**src/rtl/dbg_arb_pkg.sv**
```systemverilog
// Shared types for the debug-memory arbiter.
// Response owner encoding and default stall-warning threshold.
package dbg_arb_pkg;

    typedef enum logic {
        OWNER_DEV   = 1'b0,
        OWNER_INSTR = 1'b1
    } arb_owner_e;

    localparam int unsigned StallWarnDefault = 16;

endpackage

```
**src/rtl/dbg_arb_stall_mon.sv**
```systemverilog
// Saturating consecutive-stall counter with a registered warning flag.
// The flag is computed from the next count so it rises with the count.
module dbg_arb_stall_mon #(
    parameter int unsigned CntWidth = 8,
    parameter int unsigned WarnThr  = 16
) (
    input  logic                clk_i,
    input  logic                rst_ni,
    input  logic                stall_i,
    output logic [CntWidth-1:0] cnt_o,
    output logic                warn_o
);

    localparam logic [CntWidth-1:0] CntMax = '1;
    localparam logic [CntWidth-1:0] Thr    = CntWidth'(WarnThr);

    logic [CntWidth-1:0] cnt_d;

    // Next count: clear when not stalled, hold at all ones when saturated.
    always_comb begin
        cnt_d = '0;
        if (stall_i) begin
            cnt_d = (cnt_o == CntMax) ? cnt_o : cnt_o + CntWidth'(1);
        end
    end

    // Count and warning registers with synchronous reset.
    always_ff @(posedge clk_i) begin
        if (!rst_ni) begin
            cnt_o  <= '0;
            warn_o <= 1'b0;
        end else begin
            cnt_o  <= cnt_d;
            warn_o <= (cnt_d >= Thr);
        end
    end

endmodule

```
**src/rtl/dbg_mem_arbiter.sv**
```systemverilog
// Fixed-priority arbiter sharing the debug-module slave memory between
// core fetch and the system-bus device port; device always wins.
module dbg_mem_arbiter
    import dbg_arb_pkg::*;
#(
    parameter int unsigned AddrWidth     = 32,
    parameter int unsigned DataWidth     = 32,
    parameter int unsigned StallCntWidth = 8,
    parameter int unsigned StallWarn     = StallWarnDefault
) (
    input  logic                     clk_i,
    input  logic                     rst_ni,
    input  logic                     instr_req_i,
    input  logic [AddrWidth-1:0]     instr_addr_i,
    output logic                     instr_gnt_o,
    output logic                     instr_rvalid_o,
    output logic [DataWidth-1:0]     instr_rdata_o,
    input  logic                     dev_req_i,
    input  logic [AddrWidth-1:0]     dev_addr_i,
    input  logic                     dev_we_i,
    input  logic [DataWidth/8-1:0]   dev_be_i,
    input  logic [DataWidth-1:0]     dev_wdata_i,
    output logic                     dev_rvalid_o,
    output logic [DataWidth-1:0]     dev_rdata_o,
    output logic                     slv_req_o,
    output logic                     slv_we_o,
    output logic [AddrWidth-1:0]     slv_addr_o,
    output logic [DataWidth/8-1:0]   slv_be_o,
    output logic [DataWidth-1:0]     slv_wdata_o,
    input  logic [DataWidth-1:0]     slv_rdata_i,
    output logic [StallCntWidth-1:0] stall_cnt_o,
    output logic                     stall_warn_o
);

    arb_owner_e winner;
    arb_owner_e resp_owner_q;
    logic       resp_valid_q;

    assign instr_gnt_o = instr_req_i & ~dev_req_i & rst_ni;
    assign slv_req_o   = (dev_req_i & rst_ni) | instr_gnt_o;
    assign winner      = dev_req_i ? OWNER_DEV : OWNER_INSTR;

    // Slave mux: device fields when it requests, else a full-word fetch read.
    always_comb begin
        slv_addr_o  = instr_addr_i;
        slv_we_o    = 1'b0;
        slv_be_o    = '1;
        slv_wdata_o = '0;
        if (dev_req_i) begin
            slv_addr_o  = dev_addr_i;
            slv_we_o    = dev_we_i;
            slv_be_o    = dev_be_i;
            slv_wdata_o = dev_wdata_i;
        end
    end

    // Remember who owns the response arriving next cycle.
    always_ff @(posedge clk_i) begin
        if (!rst_ni) begin
            resp_valid_q <= 1'b0;
            resp_owner_q <= OWNER_DEV;
        end else begin
            resp_valid_q <= slv_req_o;
            resp_owner_q <= winner;
        end
    end

    assign instr_rvalid_o = resp_valid_q & (resp_owner_q == OWNER_INSTR);
    assign dev_rvalid_o   = resp_valid_q & (resp_owner_q == OWNER_DEV);
    assign instr_rdata_o  = slv_rdata_i;
    assign dev_rdata_o    = slv_rdata_i;

    dbg_arb_stall_mon #(
        .CntWidth (StallCntWidth),
        .WarnThr  (StallWarn)
    ) u_stall_mon (
        .clk_i   (clk_i),
        .rst_ni  (rst_ni),
        .stall_i (instr_req_i & ~instr_gnt_o),
        .cnt_o   (stall_cnt_o),
        .warn_o  (stall_warn_o)
    );

`ifndef SYNTHESIS
    a_no_gnt_on_dev: assert property (@(posedge clk_i) disable iff (!rst_ni)
        !(instr_gnt_o && dev_req_i));
    a_one_rvalid: assert property (@(posedge clk_i) disable iff (!rst_ni)
        !(instr_rvalid_o && dev_rvalid_o));
    a_addr_stable: assert property (@(posedge clk_i) disable iff (!rst_ni)
        (instr_req_i && !instr_gnt_o) |=> (!instr_req_i || $stable(instr_addr_i)));
`endif

endmodule

```
**config.mk**
```make
export PLATFORM = sky130hd
export DESIGN_NAME = dbg_mem_arbiter
export DESIGN_NICKNAME = d
export VERILOG_FILES = /design/src/rtl/dbg_arb_pkg.sv /design/src/rtl/dbg_arb_stall_mon.sv /design/src/rtl/dbg_mem_arbiter.sv
export SDC_FILE = /design/constraint.sdc
export NUM_CORES = 1
export LEC_CHECK = 0
export CORE_AREA = 2 2 111 113
export CTS_BUF_LIST = sky130_fd_sc_hd__clkbuf_16
export DETAILED_ROUTE_END_ITERATION = 10
export DIE_AREA = 0 0 113 115
export GPL_ROUTABILITY_DRIVEN = 1
export SYNTH_ARGS = -nofsm -noshare
export SYNTH_HDL_FRONTEND = slang
export SYNTH_SLANG_ARGS = --single-unit
export TNS_END_PERCENT = 10
```
**constraint.sdc**
```tcl
create_clock -name clk_i -period 1.9 [get_ports clk_i]
set_clock_uncertainty 0.1 [all_clocks]
set_input_delay 0.475 -clock clk_i [delete_from_list [all_inputs] [get_ports clk_i]]
set_output_delay 0.475 -clock clk_i [all_outputs]
set_load 0.05 [all_outputs]
```
==> reports/summary.txt <==
Run status - finished with violations
Failing checks - design-rule violations, negative setup slack
Worst setup SP type - primary input
Rel. slew slack - 79.8%
Vias in the first global route - 1870
Post-DP HPWL - 5590 µm
Critical path class - primary input to output port
CP Cell Sequence - clkdlybuf4s50_1 > mux2_2 > buf_6
Crit path buffers/inverters - 2
Final Cell Area - 4020 µm²
# Max-Cap Violations - 0
#FFs+latches synth - 11
Syn Area/Cell - 8.22 µm²
RSZ-0062 raised after global routing - true
CP top delay family - buffers and inverters
PwrDens - 438 nW/µm²
Hold Vio Cnt, Final - 0
Chip Width - 113 µm
Total GRT Usage - 9.33%
Io pins - 283
Fin crit share - 102%
Clk_lat worst skew - 0.24 ns
Worst path max stage delay - 0.44 ns
Final WL - 6710 µm
CP Capture Type - output port
Largest fanout on the critical path - 1
Core Box Area - 11800 µm²
Final Util - 34.0%
CP max-delay cell - clkdlybuf4s50_1
LEAKAGE - 1.69 nW
Synth Net Count - 334
VDD IR max - 0.000191 V
First-pass GRT wire length - 9650 µm
Vias per cell - 3.76
Clock H-tree levels - 1
Number of fill cells in the layout - 1171
Top cell type by total area after synthesis - buf_4
Drt first pass iters - 7
Root Buffer - clkbuf_16
Worst slew pin tran - 0.303 ns
Post-synthesis async set-or-reset flop share - 0%
Final ANT Viol Nets - 0
Avg WL per Cell - 14.1 µm
Synth area leaders - buf_4 (30%), mux2_2 (22%), dfxtp_1 (14%)
Nets - 468
Gr ovfl total - 0
Vias - 1788
Sequential-to-total area share from yosys stat - 13.7%
Ant. Diodes - 0
Placed inst area - 3590 µm²
Die area - 13000 µm²
Initial core utilization - 13.6%
Cells after synthesis - 196
Initial antenna violation count - 1
Synth top area share - 29.8%
Die Ht - 115 µm
Crit path DAT - 1.36 ns
Hold-fix buffers, CTS - 0
# setup viols final - 9
Area Growth Syn to Fin - 149%
Residual DRC count - 3
Synth cell types - 32
F_max - 518 MHz
CTS tree - built
Slew Viols, Final - 0
CTS Buf Count - 3
Setup TNS - -0.114 ns
Clock Pin Slew Worst Setup and Hold Paths - 0.04 ns
I/O Buffers - 186
Drt first-iter violations - 25
Final min period - 1.93 ns
Layout cell share with drive strength beyond 1 - 47.1%
Synth warn - 0
Final worst setup slack - -0.0321 ns
Cell row count - 40
Worst Path Required - 1.32 ns
Min-delay worst type - flip-flop to flip-flop
Total clock sinks - 11
Longest Clk Path Bufs - 2
Post-synth EDFFs - 0
Prevailing post-synth register cell - dfxtp_1
Mapped cell area - 1610 µm²
Largest net degree at the start of global routing - 39
Routability cong. - 0.764
==> power by group <==
part	switching, mW	leakage (nW)	internal (mW)
logic	0.541	1.56	0.599
clock network	0.102	0.0409	0.278
registers	0.00173	0.0894	0.235
==> state kept, by name, summed over array words and instances, names as in the netlist <==
signal              flops
u_stall_mon.warn_o      1
resp_owner_q            1
resp_valid_q            1
u_stall_mon.cnt_o       8
==> cell usage after synthesis, drive strengths merged (3+ instances only) <==
library cell,count
and2,35
buf,68
clkbuf,4
dfxtp,11
mux2,32
nand2,3
nand2b,4
nand3,3
nor2,8
nor3,4
==> metrics by stage <==
step	hold slack (ns)	setup slack, ns	instances	total power [mW]
after floorplan	0.485	0.00899	196	1.09
after global placement	0.449	-0.121	467	1.27
after detailed placement	0.481	-0.188	467	1.27
after CTS	0.479	-0.0189	471	1.70
after global routing	0.495	-0.0306	476	1.82
final	0.474	-0.0321	476	1.76
==> area by class of cell <==
cell class	count	area (µm²)	share of cell area (%)
inverter	2	7.51	0.187
clock inverter	1	5.00	0.125
timing repair buffer	201	2580	64.4
multi-input combinational	111	940	23.4
tap	147	184	4.58
sequential	11	220	5.48
clock buffer	3	75.1	1.87
==> cell usage in the layout (no fill, tap or decap), types with 4 or more instances in the layout <==
cell and n:
clkdlybuf4s50_1 97, buf_12 49, buf_6 25, mux2_2 23, and2_1 20, and2_4 15
buf_4 13, dfxtp_1 11, mux2_4 9, buf_8 9, nor2_1 8, clkbuf_16 5
nand2b_1 4, nor3_1 4, dlymetal6s2s_1 4
==> final timing paths <==
check | startpoint | end | slack [ns] | cells past startpoint
worst max-delay path | dev_addr_i[9] | slv_addr_o[9] | -0.03 | 3
worst min-delay path | u_stall_mon.cnt_o[1] | u_stall_mon.cnt_o[1] | 0.47 | 2
worst max register to register | u_stall_mon.cnt_o[1] | u_stall_mon.warn_o | 0.27 | 5
worst min register to register | u_stall_mon.cnt_o[1] | u_stall_mon.cnt_o[1] | 0.47 | 2
==> cells by family (layout without fill, tap and decap cells) <==
group | after synthesis | after routing | synth area share, %
AO/OA/AOI/OAI | 12 | 12 | 5.75
XOR/XNOR | 1 | 1 | 0.544
adder cells (fa/ha/maj) | 1 | 1 | 0.777
buffers and inverters | 74 | 207 | 32.9
flip-flops | 11 | 11 | 13.7
multiplexers | 33 | 33 | 23.0
AND/OR/NAND/NOR | 64 | 64 | 23.4
==> worst register-to-register path, cell delays in order, from the launching register on <==
cell and delay, ns:
dfxtp_1 0.38, ha_1 0.25, nand4_1 0.18, or2_1 0.35
a31oi_2 0.19, a211o_1 0.13
==> timing repair <==
item,CTS,global route
gates cloned,0,2
buffers inserted,0,3
endpoints found under the setup margin,36,52
resized for setup,40,41
==> routing by layer <==
| metal | routed length [µm] | vias up | track usage [%] |
|---|---|---|---|
| met3 | 737 | 16 | 4.48 |
| met2 | 3690 | 110 | 18.3 |
| met5 | 0 | - | 0 |
| met4 | 100 | 0 | 2.11 |
| met1 | 2190 | 812 | 8.72 |
| li1 | - | 850 | - |
Note: power is estimated with default switching activity, not from simulation.
